## config.mk

```make
export PLATFORM = sky130hd
export DESIGN_NAME = pwm_frame_sequencer_flat
export DESIGN_NICKNAME = d
export VERILOG_FILES = /design/src/rtl/pwm_frame_sequencer_if.sv /design/src/rtl/pwm_frame_sequencer.sv /design/src/flat_wrapper.sv
export SDC_FILE = /design/constraint.sdc
export NUM_CORES = 1
export LEC_CHECK = 0
export CAP_MARGIN = 20
export CORE_MARGIN = 1.5
export CORE_UTILIZATION = 50
export CTS_BUF_LIST = sky130_fd_sc_hd__clkbuf_16
export DETAILED_ROUTE_END_ITERATION = 8
export GPL_TIMING_DRIVEN = 0
export HOLD_SLACK_MARGIN = 0.03
export MAX_ROUTING_LAYER = met4
export PLACE_DENSITY = 0.87
export SLEW_MARGIN = 20
export SYNTH_ARGS = -nofsm -noshare
export SYNTH_HDL_FRONTEND = slang
export SYNTH_SLANG_ARGS = --single-unit
```

## constraint.sdc

```tcl
create_clock -name clk -period 3 [get_ports clk]
set_input_delay 0.6 -clock clk [delete_from_list [all_inputs] [get_ports clk]]
set_output_delay 0.6 -clock clk [all_outputs]
set_load 0.005 [all_outputs]
```

## src/rtl/pwm_frame_sequencer_if.sv

```systemverilog
// ============================================================================
// Module   : pwm_frame_sequencer_if
// Purpose  : Set-point mailbox handshake between a duty-value producer and
//            the PWM frame sequencer (valid/ready plus a busy indicator).
// Revision : 1.0 - initial release
// ============================================================================
`default_nettype none

interface pwm_frame_sequencer_if #(
  parameter int PWM_RES = 10
);
  logic               set_valid;
  logic [PWM_RES-1:0] set_value;
  logic               set_ready;
  logic               busy;

  // Producer side: offers set-points, observes mailbox state
  modport master (
    output set_valid,
    output set_value,
    input  set_ready,
    input  busy
  );

  // Sequencer side: accepts set-points, reports mailbox state
  modport slave (
    input  set_valid,
    input  set_value,
    output set_ready,
    output busy
  );
endinterface

`default_nettype wire

```

## src/rtl/pwm_frame_sequencer.sv

```systemverilog
// ============================================================================
// Module   : pwm_frame_sequencer
// Purpose  : Frame timing front end for the PWM generator. Accepts duty
//            set-points through a depth-1 mailbox, times frames of
//            SLOTS = 2**PWM_RES-1 LSB slots, pulses sync_signal for one clock
//            at every frame start, and changes pwm_value / t_lsb_out only on
//            frame boundaries.
// Options  : define PWM_SLEW_EN to limit each boundary's duty change to STEP
//            (pending stays set until the target is reached).
// Revision : 1.0 - initial release
// ============================================================================
`default_nettype none

module pwm_frame_sequencer #(
  parameter int                 PWM_RES = 10,
  parameter logic [PWM_RES-1:0] STEP    = PWM_RES'(8)
) (
  input  logic                 clk,
  input  logic                 reset,
  input  logic                 enable,
  input  logic [11:0]          t_lsb,
  pwm_frame_sequencer_if.slave set,
  output logic [PWM_RES-1:0]   pwm_value,
  output logic                 sync_signal,
  output logic [11:0]          t_lsb_out
);

  // Index of the last LSB slot in a frame (SLOTS - 1)
  localparam logic [PWM_RES-1:0] SLOT_LAST = PWM_RES'((2 ** PWM_RES) - 2);

  typedef enum logic [1:0] {
    IDLE  = 2'd0,
    START = 2'd1,
    RUN   = 2'd2
  } state_t;

  state_t             state_q;
  logic [11:0]        cyc_q;
  logic [PWM_RES-1:0] slot_q;
  logic [11:0]        t_lsb_q;
  logic [PWM_RES-1:0] pwm_q;
  logic               sync_q;
  logic [PWM_RES-1:0] target_q;
  logic               pending_q;

  logic               frame_end;
  logic               boundary;
  logic               accept;
  logic [PWM_RES-1:0] pwm_next_d;

  // Last clock of a frame: final cycle of the final slot
  assign frame_end = (state_q != IDLE) && (cyc_q == t_lsb_q) && (slot_q == SLOT_LAST);
  // A boundary edge is the one that enters START (from IDLE or a frame wrap)
  assign boundary  = enable && ((state_q == IDLE) || frame_end);
  assign accept    = set.set_valid && !pending_q;

`ifdef PWM_SLEW_EN
  logic [PWM_RES:0] cur_w;
  logic [PWM_RES:0] tgt_w;
  logic [PWM_RES:0] step_w;
  logic [PWM_RES:0] up_w;
  logic [PWM_RES:0] dn_w;

  // One extra bit keeps the step arithmetic from wrapping
  assign cur_w  = {1'b0, pwm_q};
  assign tgt_w  = {1'b0, target_q};
  assign step_w = {1'b0, STEP};
  assign up_w   = cur_w + step_w;
  assign dn_w   = cur_w - step_w;

  // Move toward the target by at most STEP, clamping at the target
  always_comb begin
    pwm_next_d = pwm_q;
    if (cur_w < tgt_w) begin
      pwm_next_d = (up_w >= tgt_w) ? target_q : up_w[PWM_RES-1:0];
    end else if (cur_w > tgt_w) begin
      pwm_next_d = ((cur_w - tgt_w) <= step_w) ? target_q : dn_w[PWM_RES-1:0];
    end
  end
`else
  // STEP only matters for slew limiting; fold it into a sink signal
  logic unused_step;
  assign unused_step = ^STEP;

  // Without slew limiting the whole change lands on one boundary
  always_comb begin
    pwm_next_d = target_q;
  end
`endif

  // Frame FSM: counters, registered sync pulse and boundary-latched outputs
  always_ff @(posedge clk) begin
    if (reset) begin
      state_q <= IDLE;
      cyc_q   <= '0;
      slot_q  <= '0;
      t_lsb_q <= '0;
      pwm_q   <= '0;
      sync_q  <= 1'b0;
    end else if (!enable) begin
      state_q <= IDLE;
      cyc_q   <= '0;
      slot_q  <= '0;
      sync_q  <= 1'b0;
    end else if (boundary) begin
      // START is slot 0 / cycle 0 of the new frame
      state_q <= START;
      sync_q  <= 1'b1;
      cyc_q   <= '0;
      slot_q  <= '0;
      t_lsb_q <= t_lsb;
      if (pending_q) begin
        pwm_q <= pwm_next_d;
      end
    end else begin
      state_q <= RUN;
      sync_q  <= 1'b0;
      if (cyc_q == t_lsb_q) begin
        cyc_q  <= '0;
        slot_q <= slot_q + 1'b1;
      end else begin
        cyc_q  <= cyc_q + 12'd1;
      end
    end
  end

  // Depth-1 mailbox: fill on accept, drain once the applied duty hits target
  always_ff @(posedge clk) begin
    if (reset) begin
      target_q  <= '0;
      pending_q <= 1'b0;
    end else if (accept) begin
      target_q  <= set.set_value;
      pending_q <= 1'b1;
    end else if (boundary && pending_q && (pwm_next_d == target_q)) begin
      pending_q <= 1'b0;
    end
  end

  assign set.set_ready = !pending_q;
  assign set.busy      = pending_q;
  assign pwm_value     = pwm_q;
  assign sync_signal   = sync_q;
  assign t_lsb_out     = t_lsb_q;

endmodule

`default_nettype wire
```

## src/flat_wrapper.sv

```systemverilog
// flat-port wrapper written by rule: the top's interface ports become plain ports
module pwm_frame_sequencer_flat 
#(
  parameter int                 PWM_RES = 10,
  parameter logic [PWM_RES-1:0] STEP    = PWM_RES'(8)
)
  (clk, reset, enable, t_lsb, pwm_value, sync_signal, t_lsb_out, set_set_valid, set_set_value, set_set_ready, set_busy);
  pwm_frame_sequencer_if #(.PWM_RES(PWM_RES)) set_i ();
  input  logic clk;
  input  logic reset;
  input  logic enable;
  input  logic [11:0] t_lsb;
  output logic [PWM_RES-1:0] pwm_value;
  output logic sync_signal;
  output logic [11:0] t_lsb_out;
  input wire logic [$bits(set_i.set_valid)-1:0] set_set_valid;
  input wire logic [$bits(set_i.set_value)-1:0] set_set_value;
  output wire logic [$bits(set_i.set_ready)-1:0] set_set_ready;
  output wire logic [$bits(set_i.busy)-1:0] set_busy;
  assign set_i.set_valid = set_set_valid;
  assign set_i.set_value = set_set_value;
  assign set_set_ready = set_i.set_ready;
  assign set_busy = set_i.busy;
  pwm_frame_sequencer #(.PWM_RES(PWM_RES), .STEP(STEP)) u_core (.clk(clk), .reset(reset), .enable(enable), .t_lsb(t_lsb), .set(set_i), .pwm_value(pwm_value), .sync_signal(sync_signal), .t_lsb_out(t_lsb_out));
endmodule
```

==> flow_summary.toml <==
[yosys]
synth_edf_count = 0
yosysWarnings = 0
seq_area_frac_synth = 0.450
netlist_area_um2 = 2540
postSynthAreaPerCell_um2 = 8.81
synth-seq-cells = 57
async_flop_share = 0
synth.distinct_cells = 33
ys.flop_type = "dfxtp_1"
syn-num-nets = 317
synthCells = 288

[final_layout]
syn2layout_area_growth_pct = 33.7
stdcell_count = 420
drive_gt1_frac = 0.0652
final_cell_mix = "dfxtp_1, clkdlybuf4s50_1, a21oi_1, nand2_1, nor2_1"
diodes = 0
final_common_cell = "dfxtp_1"
final_nets = 377

[global_route]
grt_max_degree = 11
grt_pass1_wl_um = 9380
gr-total-overflow = 0
antenna_found_initial = 0
grt_pass1_vias = 2149
grtUsageTotal = 0.233

[clock_tree]
cts_root_buffer = "clkbuf_16"
cts_buffers = 9
cts.path.max_buffers = 2
cts_resized = 0
post_cts_buffers = 0
cts_htree_levels = 3
hold_buffers = 0
worstSkewPairLatency_ns = 0.32
clkSinkCount = 57
cts_tree = "done"
clkTransAtPathRegs_ns = 0.05

[worst_setup_path]
cp_slowest_cell = "clkdlybuf4s50_1"
crit_arrival_ns = 2.61
crit_buf_inv = 2
crit_fanout = 10
crit_family = "simple AND/OR/NAND/NOR gates"
crit_type = "input pin to flop"
timing.critical_path.from_type = "input pin"
slowest_delay_ns = 0.62
critPathRequiredTime_ns = 3.18
worstSetupEndpointType = "flop"
cp_cell_sequence = "clkdlybuf4s50_1 -> nand2_1 -> or3_1 -> or4_4 -> clkbuf_1 -> nand3_1 -> a21oi_1"

[timing]
relSlewSlack = 0.695
final_hold_viol_count = 0
skew_ns = 0.00420
period_minus_slack_ns = 2.43
rsz0062_at_grt = "false"
finalSetupViolCount = 0
hold-worst-slack_ns = 0.454
timing.final.ws_setup_ns = 0.575
tightest_slew_ns = 0.456
fmax_mhz = 412
setup_tns_ns = 0
finalCritPeriodShare = 0.808
drv_slew = 0

[floorplanning]
fp-row-count = 25
die_x_um = 74.2
io_pins = 51
start_util = 0.526
die_y_um = 74.2
die_area_um2 = 5510
core_um2 = 4820

[drt]
drc = 0
final_antenna_net_count = 0
detail_route.iter0.violations = 129
via_per_inst = 5.40
drt_wl_total_um = 5870
via_count = 2267
post_drt_wl_per_cell_um = 14.0
first_pass_iters = 4

[power]
swShare = 0.225
p_int_mw = 1.50
sequentialPowerShare = 0.413
leakagePower_nw = 1.12
p_clk_frac = 0.490
comb_power_share = 0.097
p_switching_mw = 0.436
peakVddDrop_uv = 388
power_density_nw_per_um2 = 572

[placed_design]
dp_cells = 404
hpwlAfterDp_um = 4040
port_buffers = 49
gp_congestion = 0.823
pre_cts_ws_ns = 0.273

[outcome]
outcome = "complete, no violations"

[flow_run]
maxCapViolCount = 0

[hold_path]
hold_class = "flop to flop"
-- cell type report --
cell class              instances  area, um2
fillers                       383       1430
clock buffers                   9        225
inverters                       6       22.5
flip-flops and latches         57       1140
well taps                      67       83.8
multi-input cells             208       1290
clock inverters                 7       55.1
repair buffers                 49        490
plain buffers                  17       78.8
-- registers in the layout (all words and copies together) (netlist names) --
register           flops
u_core.state_q         2
u_core.set.busy        1
u_core.slot_q         10
u_core.cyc_q          12
u_core.t_lsb_out      12
u_core.pwm_next_d     10
u_core.pwm_value      10
-- metrics by stage --
stage / util / instance area, um2 / total power, mW
CTS: 0.704 / 3390 / 1.95
finish: 0.704 / 3390 / 1.94
global placement: 0.646 / 3110 / 0.999
floorplan: - / 2540 / 0.912
global route: 0.704 / 3390 / 2.00
detailed placement: 0.646 / 3110 / 1.00
-- path summary, 6_finish.rpt --
kind,endpoint,slack [ns],cells after the start,from
min reg2reg,u_core.pwm_next_d[0],0.45,2,u_core.pwm_next_d[0]
min,u_core.pwm_next_d[0],0.45,2,u_core.pwm_next_d[0]
max reg2reg,u_core.t_lsb_out[7],0.79,6,u_core.cyc_q[6]
max,u_core.t_lsb_out[7],0.57,7,enable
-- kinds of logic after synthesis --
group | count (synthesis) | synth area share
flops | 57 | 0.450
compound gates | 46 | 0.108
fa+ha+maj | 3 | 0.0148
mux | 10 | 0.0395
simple gates | 123 | 0.258
xor+xnor | 26 | 0.0898
buf+inv | 23 | 0.0400
-- metal layers --
metal,track usage,routed length (um),part of all wire,up-vias
li1,-,-,-,1114
met1,0.261,2480,0.42,1066
met2,0.373,2910,0.49,73
met3,0.0867,360,0.061,14
met4,0.0990,129,0.022,0
met5,-,0,0,-
-- synthesized netlist by cell type, drive strengths merged (4+ instances only) --
master,n,area share
buf,4,0.012
inv,6,0.0089
xor2,4,0.014
dfxtp,57,0.45
nand3,20,0.039
a21oi,29,0.062
nor2,23,0.034
o211ai,12,0.036
nand4,8,0.027
clkbuf,13,0.019
xnor2,22,0.076
nor3,4,0.0079
or3,6,0.015
o21ai,4,0.0079
nand2b,21,0.052
mux2i,10,0.039
nand2,27,0.040
-- worst reg2reg max path: cells and delay by family (launching register included) --
kind,cells,cell delay [ns]
AO/OA/AOI/OAI,1,0.10
XOR/XNOR,1,0.15
buffers and inverters,1,0.26
flip-flops,1,0.42
AND/OR/NAND/NOR,3,1.14
-- power by group through the flow --
| stage | Sequential (mW) | Combinational [mW] | Clock [mW] |
|---|---|---|---|
| finish | 0.801 | 0.189 | 0.951 |
| global route | 0.803 | 0.206 | 0.992 |
| CTS | 0.801 | 0.189 | 0.959 |
| detailed placement | 0.816 | 0.186 | 0 |
| global placement | 0.815 | 0.184 | 0 |
| floorplan | 0.812 | 0.0999 | 0 |
No activity file was read; power rests on OpenSTA's default activity.
